<file path="config.mk">
export PLATFORM = sky130hd
export DESIGN_NAME = hello_uart_tx
export DESIGN_NICKNAME = d
export VERILOG_FILES = /design/src/rtl/hello_uart_tx.sv
export SDC_FILE = /design/constraint.sdc
export NUM_CORES = 1
export LEC_CHECK = 0
export ABC_AREA = 0
export ABC_CLOCK_PERIOD_IN_PS = 2600
export CAP_MARGIN = 20
export CORE_MARGIN = 2
export CORE_UTILIZATION = 45
export CTS_CLUSTER_SIZE = 20
export DETAILED_ROUTE_END_ITERATION = 7
export DONT_BUFFER_PORTS = 1
export PLACE_DENSITY_LB_ADDON = 0.3
export SETUP_SLACK_MARGIN = 0.2
export SLEW_MARGIN = 10
export SYNTH_ARGS = -nofsm -noshare
export SYNTH_HDL_FRONTEND = slang
export SYNTH_SLANG_ARGS = --single-unit
</file>
<file path="constraint.sdc">
create_clock -name clk -period 2.6 [get_ports clk]
set_clock_uncertainty 0.2 [all_clocks]
set_input_delay 0.78 -clock clk [delete_from_list [all_inputs] [get_ports clk]]
set_output_delay 0.78 -clock clk [all_outputs]
set_load 0.1 [all_outputs]
</file>
<file path="src/rtl/hello_uart_tx.sv">
// hello_uart_tx: repeats the fixed "hello world\r\n" message on a UART TX line
module hello_uart_tx #(
  parameter int CLK_DIV    = 868,
  parameter int PARITY     = 0,
  parameter int STOP_BITS  = 1,
  parameter int REPEAT     = 0,
  parameter int GAP_CYCLES = 1000
) (
  input  logic       clk,
  input  logic       rst_n,
  input  logic       start,
  input  logic       enable,
  output logic       tx,
  output logic       busy,
  output logic       done,
  output logic [3:0] char_idx
);
  localparam int CW = $clog2(CLK_DIV);
  localparam int GW = GAP_CYCLES > 1 ? $clog2(GAP_CYCLES) : 1;
  localparam logic [CW-1:0] BAUD_LAST = CW'(CLK_DIV - 1);
  localparam logic [GW-1:0] GAP_LAST = GW'(GAP_CYCLES > 0 ? GAP_CYCLES - 1 : 0);
  localparam logic [3:0] STOP_LAST = 4'(STOP_BITS - 1);

  typedef enum logic [2:0] {IDLE, START, DATA, PAR, STOP, GAP} state_t;

  state_t        state;
  logic [CW-1:0] baud;
  logic [GW-1:0] gap;
  logic [3:0]    bit_cnt;
  logic [7:0]    cur;
  logic          par_bit;
  logic          bit_end;
  logic          go_on;

  function automatic logic [7:0] rom(input logic [3:0] i);
    case (i)
      4'd0:    rom = 8'h68;
      4'd1:    rom = 8'h65;
      4'd2:    rom = 8'h6C;
      4'd3:    rom = 8'h6C;
      4'd4:    rom = 8'h6F;
      4'd5:    rom = 8'h20;
      4'd6:    rom = 8'h77;
      4'd7:    rom = 8'h6F;
      4'd8:    rom = 8'h72;
      4'd9:    rom = 8'h6C;
      4'd10:   rom = 8'h64;
      4'd11:   rom = 8'h0D;
      default: rom = 8'h0A;
    endcase
  endfunction

  assign cur     = rom(char_idx);
  assign par_bit = ^cur ^ (PARITY == 2);
  assign bit_end = baud == BAUD_LAST;
  assign go_on   = (REPEAT != 0) && enable;

  // Frame sequencer; every output is registered so tx never glitches
  always_ff @(posedge clk) begin
    if (!rst_n) begin
      state    <= IDLE;
      tx       <= 1'b1;
      busy     <= 1'b0;
      done     <= 1'b0;
      char_idx <= '0;
      baud     <= '0;
      bit_cnt  <= '0;
      gap      <= '0;
    end else begin
      done <= 1'b0;
      baud <= (state == IDLE || state == GAP || bit_end) ? '0 : baud + 1'b1;
      case (state)
        IDLE: if (start || go_on) begin
          state <= START;
          tx    <= 1'b0;
          busy  <= 1'b1;
        end
        START: if (bit_end) begin
          state   <= DATA;
          bit_cnt <= '0;
          tx      <= cur[0];
        end
        DATA: if (bit_end) begin
          if (bit_cnt == 4'd7) begin
            state   <= PARITY != 0 ? PAR : STOP;
            tx      <= PARITY != 0 ? par_bit : 1'b1;
            bit_cnt <= '0;
          end else begin
            bit_cnt <= bit_cnt + 4'd1;
            tx      <= cur[bit_cnt[2:0] + 3'd1];
          end
        end
        PAR: if (bit_end) begin
          state <= STOP;
          tx    <= 1'b1;
        end
        STOP: if (bit_end) begin
          if (bit_cnt != STOP_LAST) begin
            bit_cnt <= bit_cnt + 4'd1;
          end else if (char_idx != 4'd12) begin
            bit_cnt  <= '0;
            char_idx <= char_idx + 4'd1;
            state    <= START;
            tx       <= 1'b0;
          end else begin
            bit_cnt  <= '0;
            char_idx <= '0;
            done     <= 1'b1;
            gap      <= '0;
            state    <= !go_on ? IDLE : (GAP_CYCLES == 0 ? START : GAP);
            tx       <= !(go_on && GAP_CYCLES == 0);
            busy     <= go_on;
          end
        end
        GAP: if (!enable) begin
          state <= IDLE;
          busy  <= 1'b0;
        end else if (gap == GAP_LAST) begin
          state <= START;
          tx    <= 1'b0;
        end else begin
          gap <= gap + 1'b1;
        end
        default: state <= IDLE;
      endcase
    end
  end
endmodule

</file>
Yosys cells after proc, flatten, opt, wreduce, memory -nomap -nowiden --
Memories as Yosys holds them, arrays and structs flattened. A register that Yosys moved wholly into a read port is not among the register bits. Cells that the tools add are included.
Operators by class: add/subtract/negate cells 5, $lt $le $gt $ge 1, eq/ne operators 22, mux-type cells 45, bitwise logic cells 4, reduce and logical (&&, ||, !) cells 16
Operators with widths (count):
- $mux 10 | 5
- $mux 4 | 8
- $mux 3 | 9
- $ne 2x2->1 const B | 11
- $add 10x1->10 const B | 2
- $eq 10x10->1 const B | 2
- $pmux 10 s2 | 1
- $pmux 3 s6 | 1
- $mux 1 | 17
- $pmux 4 s3 | 1
- $reduce_and 6->1 | 2
- $reduce_and 9->1 | 1
- $add 4x1->4 const B | 2
- $reduce_and 8->1 | 1
- $eq 3x2->1 const B | 2
- $eq 3x3->1 const B | 2
- $pmux 1 s6 | 1
- $reduce_bool 3->1 | 2
- $reduce_bool 6->1 | 1
- $eq 4x3->1 const B | 1
- $lt 3x4->1 const B | 1
- $ne 4x4->1 const B | 1
- $not 1->1 | 4
- $reduce_and 4->1 | 1
- 13 further kinds | 14
Word-level totals: register bits after elaboration 34, memory bits (read-only) 112, input bits 4, output and inout bits 7, logic and storage cells 102, memories 1
Memory list:
- (no name shown) | depth 16, bits a word 7, rd ports 1, clocked after Yosys merged registers in 1, wr ports 0, RTL line 36 | case (i)

Logic depth before layout (Yosys ltp) --
Gate-level depths: netlist (run 1).
depth after elaboration 6, depth in mapped cells 10, mapped depth without buffers 9

Worst setup path before layout (run 1) --
Ideal clock, no wire load.
kind register -> register, start point reg char_idx[0], end point reg cur[3] (netlist name), library setup time 0.134 ns, arrival 2.600 ns, data required time 2.266 ns, setup slack -0.334 ns, cell stages (with the launch flop) 11, buffers on the path 1, period minus slack after synthesis 2.934 ns, path through dfxtp_1 -> inv_1 -> ha_1 -> and3_1 -> clkbuf_1 -> nand3_1 -> o21ai_0 -> nor2_1 -> ha_1 -> nor3_1 -> a21oi_1
Between the ends: cells in the longest elaborated chain, start to end 4, elaborated cells on any way between the ends 5, classes of those cells add/sub (1); eq/ne (1); mux (3)
Ends and longest elaborated chain:
- start, declared | RTL line 16 | output logic [3:0] char_idx
- start signal, assigned | RTL line 102 | char_idx <= char_idx + 4'd1;
- $add 4x1->4 / $ne 4x4->1 (equally long branches) | RTL line 102, 100
- $mux 4 | RTL line 100 | end else if (char_idx != 4'd12) begin
- $mux 4 (no source line) (*) (2 in series)
Mark *: on every way between the ends. The rest lies on a longest branch, timed or not. A chain may end at the register's enable or synchronous reset.

Worst setup path after layout (run 1) --
start point reg baud[0], end point reg cur[3] (netlist name)
Between the ends: cells in the longest elaborated chain, start to end 4
Ends and longest elaborated chain:
- start, declared | RTL line 27 | logic [CW-1:0] baud;
- start signal, assigned | RTL line 71 | baud <= (state == IDLE || state == GAP || bit_end) ? '0 : baud + 1'b1;
- $eq 10x10->1 | RTL line 55 | assign bit_end = baud == BAUD_LAST;
- $reduce_and 3->1 (no source line)
- $mux 4 (no source line) (2 in series)
No other way between the ends.

==> qor.csv, run 1 <==
stage,metric,value,unit
grt,gr-usage-all-layers,0.1776,
final_layout,nFillCells,463,
clock_tree,cts_max_path_buffers,2,
yosys,synth_flop_cell,dfxtp_1,
power,power.density,426.4,mW/mm^2
timing,tns,0,ns
yosys,synth_area_leaders,"dfxtp_1, nor2_1, xnor2_1",
clock_tree,cts_sinks,41,
clock_tree,clk_pin_slew_worst_paths,0.08,ns
timing,setup_viol_count_final,0,
grt,grt_pass1_wl,8500,um
grt,grt_pass1_vias,1784,
status,status,finished clean,
final_layout,area_delta_synth_final,19.31,%
clock_tree,tritoncts,done,
yosys,synth_top_area_share,0.3471,
power,power,1.203,mW
yosys,seq_area_frac_synth,0.3471,
timing,finalMaxSlewViolations,0,
yosys,synth-seq-cells,41,
floorplan,core_area,0.005075,sq mm
worst_setup_path,arrival,2.33,ns
floorplan,dieHeight,76.49,um
clock_tree,htree_levels,2,
grt,grt_max_degree,21,
yosys,yosysWarnings,0,
timing,timing.final.hold_violations,0,
route,first_pass_iters,4,
final_layout,n_antenna_cell,0,
placement,portBuffers,0,
timing,rsz0062_at_grt,false,
hold_path,hold_path.class,reg2reg,
timing,finalCriticalPeriod,2.300,ns
grt,grt_antenna_before_repair,0,
route,vias,2012,
timing,max_freq,434.8,MHz
route,drt.antenna.violating_nets,0,
floorplan,io-pin-count,11,
final_layout,multi_input_area,0.001595,sq mm
timing,fin_ws,0.3000,ns
floorplan,initial_core_util,0.4660,
route,drc,0,
yosys,ys_types,57,
worst_setup_path,crit_required,2.63,ns
route,routedWlPerCell,13.73,um
timing,tightest_slew,0.5394,ns
route,routed_wl,4958,um
worst_setup_path,critical_path_class,reg2reg,
timing,relSlewSlack,0.6403,
yosys,syn_area,0.002365,sq mm
worst_setup_path,crit_path_start_kind,flop,
timing,fin_crit_sh,0.8846,
run,cap_violations,0,
route,viasPerCell,5.573,
clock_tree,clock_latency,0.30,ns
final_layout,final_common_cell,dfxtp_1,
floorplan,rows,26,
final_layout,seqCellArea,839.6,sq um
floorplan,die-area,0.005851,sq mm
final_layout,final_cell_mix,"dfxtp_1, nor2_1, buf_4",
clock_tree,root_buffer,clkbuf_8,
route,drtIter0Drc,124,
worst_setup_path,crit_path_end_kind,flop,
final_layout,finish.net_count,302,
yosys,synth.avg_cell_area,8.599,sq um
yosys,syn_inst,275,
grt,globalRoute.totalOverflow,0,
placement,gp_congestion,0.8567,
floorplan,die_w,76.49,um
yosys,synth_top_area_cell,dfxtp_1,
yosys,async_flop_share,0,
power,peakVddDrop,0.0003150,V
power,p_leak,0.9978,nW
yosys,syn_nets,287,
placement,hpwlAfterDp,3556,um
placement,pre_cts_ws,0.1507,ns
yosys,synth_edf_count,0,
worst_setup_path,critical_path_peak_fanout,5,
final_layout,drive_above_1_share,0.2509,
clock_tree,cts_made_buffers,5,
==> Yosys cell counts, drive strengths merged, types with 3 or more instances <==
library cell  count
dfxtp            41
nor2             34
o21ai            18
nand2            16
nand3            16
xnor2            14
inv              11
a21oi            10
clkbuf            9
ha                8
nor3b             7
nor4              7
xor2              7
and3              6
nand4             6
buf               5
mux2              5
nand2b            5
nor3              5
a311oi            3
a31oi             3
nor2b             3
nor4b             3
o31a              3
==> metal layers <==
metal,up-vias,GRT usage,part of all wire
li1,1016,-,-
met1,934,0.2343,0.47
met2,51,0.2761,0.47
met3,11,0.05332,0.047
met4,0,0.06182,0.018
met5,-,0,0
==> worst paths after layout <==
| path | slack (ns) | depth (start not counted) | startpoint | to |
|---|---|---|---|---|
| worst max-delay path | 0.30 | 8 | baud[0] | cur[3] |
| worst min-delay path | 0.24 | 1 | baud[0] | baud[0] |
| worst max register to register | 0.30 | 8 | baud[0] | cur[3] |
| worst min register to register | 0.24 | 1 | baud[0] | baud[0] |
==> flip-flops by register name, summed over array words and instances, names as in the netlist <==
name      count
baud         10
gap          10
cur           7
bit_cnt       4
char_idx      4
state         3
busy          1
done          1
tx            1
==> what timing repair did <==
action | in CTS | in global routing
gates resized for setup | 6 | 24
endpoints found under the setup margin | 8 | 23
hold buffers | 0 | 0
gates cloned | 0 | 0
buffers inserted | 2 | 0
pin swaps | 1 | 1
==> cell type report <==
type	instances	share of cell area
Clock inverter	2	0.003548
Timing Repair Buffer	22	0.05987
Tap cell	70	0.03104
Clock buffer	6	0.02572
Sequential cell	41	0.2976
Inverter	12	0.01685
Multi-Input combinational cell	208	0.5654
==> critical path: stages, from the launching register on <==
cell and delay [ns]:
dfxtp_2 0.36, ha_4 0.15, nor3b_4 0.19, and4_4 0.27
nand3_4 0.12, mux2_4 0.39, ha_4 0.19, mux2_2 0.26
a21oi_1 0.13
==> power by group <==
part	internal [mW]	switching (mW)	leakage [nW]
combinational	0.0481	0.104	0.617
clock	0.186	0.220	0.0450
sequential	0.635	0.00956	0.336
total	0.869	0.334	0.998
==> per-stage QoR <==
step | hold WS [ns] | area [sq um] | utilization | std cells
finish | 0.2416 | 2821 | 0.5560 | 361
global route | 0.2634 | 2821 | 0.5560 | 361
CTS | 0.2502 | 2689 | 0.5298 | 361
detailed placement | 0.2378 | 2552 | 0.5030 | 351
global placement | 0.2242 | 2552 | 0.5030 | 351
floorplan | 0.2151 | 2404 | - | 275
==> cell families after synthesis <==
logic type / Yosys count / share of synthesized area
compound gates: 54 / 0.1646
xor+xnor: 21 / 0.07778
fa+ha+maj: 8 / 0.04233
buf+inv: 26 / 0.05661
flops: 41 / 0.3471
mux: 7 / 0.03756
simple gates: 118 / 0.2741
(Power assumes the default switching activity.)
==> run 2: changes to the inputs <==
Settings changed: CTS_BUF_LIST from default to sky130_fd_sc_hd__clkbuf_4.
==> run 2 against run 1 <==
Compared with the run above: sequential share of layout area increased by 0.39 points; highest routed layer unchanged; fmax decreased by 0.57%; setup slack got worse by 0.013 ns; count of clock-buffer cells in the layout unchanged; non-clock buffer count unchanged; final cell count unchanged; total power decreased by 6.5%; largest cell class unchanged; critical path depth unchanged; worst hold slack improved by 0.0059 ns; flip-flop and latch count unchanged; wire length increased by 0.61%.
==> qor.csv, run 2 (synthesized netlist as in run 1, its figures left out) <==
stage,metric,value,unit,change
status,status,finished clean,,
final_layout,seqCellArea,840.8,sq um,+0.15%
route,drc,0,,unchanged
timing,max_freq,432.3,MHz,-0.57%
route,first_pass_iters,5,,+1
route,vias,2004,,-0.40%
final_layout,finish.net_count,302,,unchanged
clock_tree,clk_pin_slew_worst_paths,0.13,ns,+0.05 ns
route,viasPerCell,5.551,,-0.40%
timing,setup_viol_count_final,0,,unchanged
route,routed_wl,4988,um,+0.61%
clock_tree,postCtsHoldBufs,0,,unchanged
timing,fin_crit_sh,0.8897,,+0.005110
timing,fin_ws,0.2867,ns,-0.01329 ns
final_layout,final_cell_mix,"dfxtp_1, nor2_1, buf_4",,
worst_setup_path,crit_required,2.71,ns,+0.08 ns
clock_tree,cts_made_buffers,5,,unchanged
clock_tree,htree_levels,2,,unchanged
power,p_leak,0.9914,nW,-0.64%
route,drt.antenna.violating_nets,0,,unchanged
final_layout,multi_input_area,0.001585,sq mm,-0.63%
floorplan,die_w,76.49,um,unchanged
grt,grt_pass1_vias,1796,,+0.67%
hold_path,hold_path.class,reg2reg,,
floorplan,die-area,0.005851,sq mm,unchanged
clock_tree,clock_latency,0.36,ns,+0.06 ns
worst_setup_path,reg2reg_slack,0.29,ns,about the same
final_layout,final_common_cell,dfxtp_1,,
timing,tns,0,ns,unchanged
timing,finalMaxSlewViolations,0,,unchanged
worst_setup_path,crit_path_end_kind,flop,,
clock_tree,tritoncts,done,,
route,drtIter0Drc,113,,-8.9%
floorplan,initial_core_util,0.4660,,unchanged
grt,grt_pass1_wl,8562,um,+0.73%
final_layout,area_delta_synth_final,17.94,%,
placement,hpwlAfterDp,3556,um,unchanged
timing,holdWs,0.2475,ns,+0.005909 ns
route,routedWlPerCell,13.82,um,+0.61%
final_layout,nFillCells,466,,+0.65%
placement,gp_congestion,0.8567,,unchanged
grt,grt_max_degree,21,,unchanged
timing,timing.final.hold_violations,0,,unchanged
timing,tightest_slew,0.5433,ns,+0.003931 ns
power,power.density,403.5,mW/mm^2,-5.4%
timing,finalCriticalPeriod,2.313,ns,+0.01329 ns
clock_tree,cts_sinks,41,,unchanged
timing,relSlewSlack,0.6377,,-0.002621
floorplan,io-pin-count,11,,unchanged
run,cap_violations,0,,unchanged
floorplan,core_area,0.005075,sq mm,unchanged
floorplan,dieHeight,76.49,um,unchanged
grt,gr-usage-all-layers,0.1789,,+0.001299
floorplan,rows,26,,unchanged
clock_tree,cts_max_path_buffers,2,,unchanged
placement,pre_cts_ws,0.1507,ns,unchanged
timing,rsz0062_at_grt,true,,
worst_setup_path,critical_path_peak_fanout,5,,unchanged
worst_setup_path,critical_path_class,reg2reg,,
power,peakVddDrop,0.0002340,V,-26%
clock_tree,root_buffer,clkbuf_4,,
placement,portBuffers,0,,unchanged
grt,grt_antenna_before_repair,0,,unchanged
final_layout,n_antenna_cell,0,,unchanged
final_layout,drive_above_1_share,0.2577,,+0.006873
grt,globalRoute.totalOverflow,0,,unchanged
worst_setup_path,arrival,2.42,ns,+0.09 ns
worst_setup_path,crit_path_start_kind,flop,,
-- run 2: layout make-up --
cell class	count	share of cell area
tap	70	0.03140
inverter	12	0.01705
multi-input combinational	208	0.5684
sequential	41	0.3015
timing repair buffer	22	0.06191
clock buffer	6	0.01615
clock inverter	2	0.003589
-- run 2: critical path, stage by stage (launching register included) --
cell	delay (ns)
dfxtp_2	0.37
ha_4	0.15
nor3b_4	0.19
and4_4	0.27
nand3_4	0.12
mux2_4	0.39
ha_4	0.19
mux2_2	0.26
a21oi_1	0.13
-- run 2: path summary, 6_finish.rpt --
| path | startpoint | to | cells past startpoint |
|---|---|---|---|
| max | baud[0] | cur[3] | 8 |
| max reg2reg | baud[0] | cur[3] | 8 |
| min | baud[0] | baud[0] | 1 |
| min reg2reg | baud[0] | baud[0] | 1 |
-- run 2: what timing repair did --
item / 4_1_cts / 5_1_grt
pin swaps: 1 / 1
gates cloned: 0 / 0
setup buffers: 2 / 0
gates resized for setup: 8 / 24
endpoints found under the setup margin: 9 / 24
-- run 2: per-layer routing --
| layer | wire length (um) | GRT usage | up-vias |
|---|---|---|---|
| li1 | - | - | 1013 |
| met1 | 2312 | 0.2359 | 932 |
| met2 | 2334 | 0.2814 | 47 |
| met3 | 237 | 0.04265 | 12 |
| met4 | 103 | 0.07273 | 0 |
| met5 | 0 | 0 | - |
-- run 2: power by group --
part / internal, mW / switching, mW
Clock: 0.114 / 0.214
Combinational: 0.0485 / 0.104
Sequential: 0.636 / 0.00993
Total: 0.798 / 0.328
-- run 2: metrics by stage --
stage	power, mW	instance area (sq um)	utilization	instances
6_report	1.125	2789	0.5496	361
5_1_grt	1.180	2789	0.5496	361
4_1_cts	1.127	2674	0.5269	361
3_5_place_dp	0.8002	2552	0.5030	351
3_3_place_gp	0.7988	2552	0.5030	351
2_1_floorplan	0.7771	2404	-	275
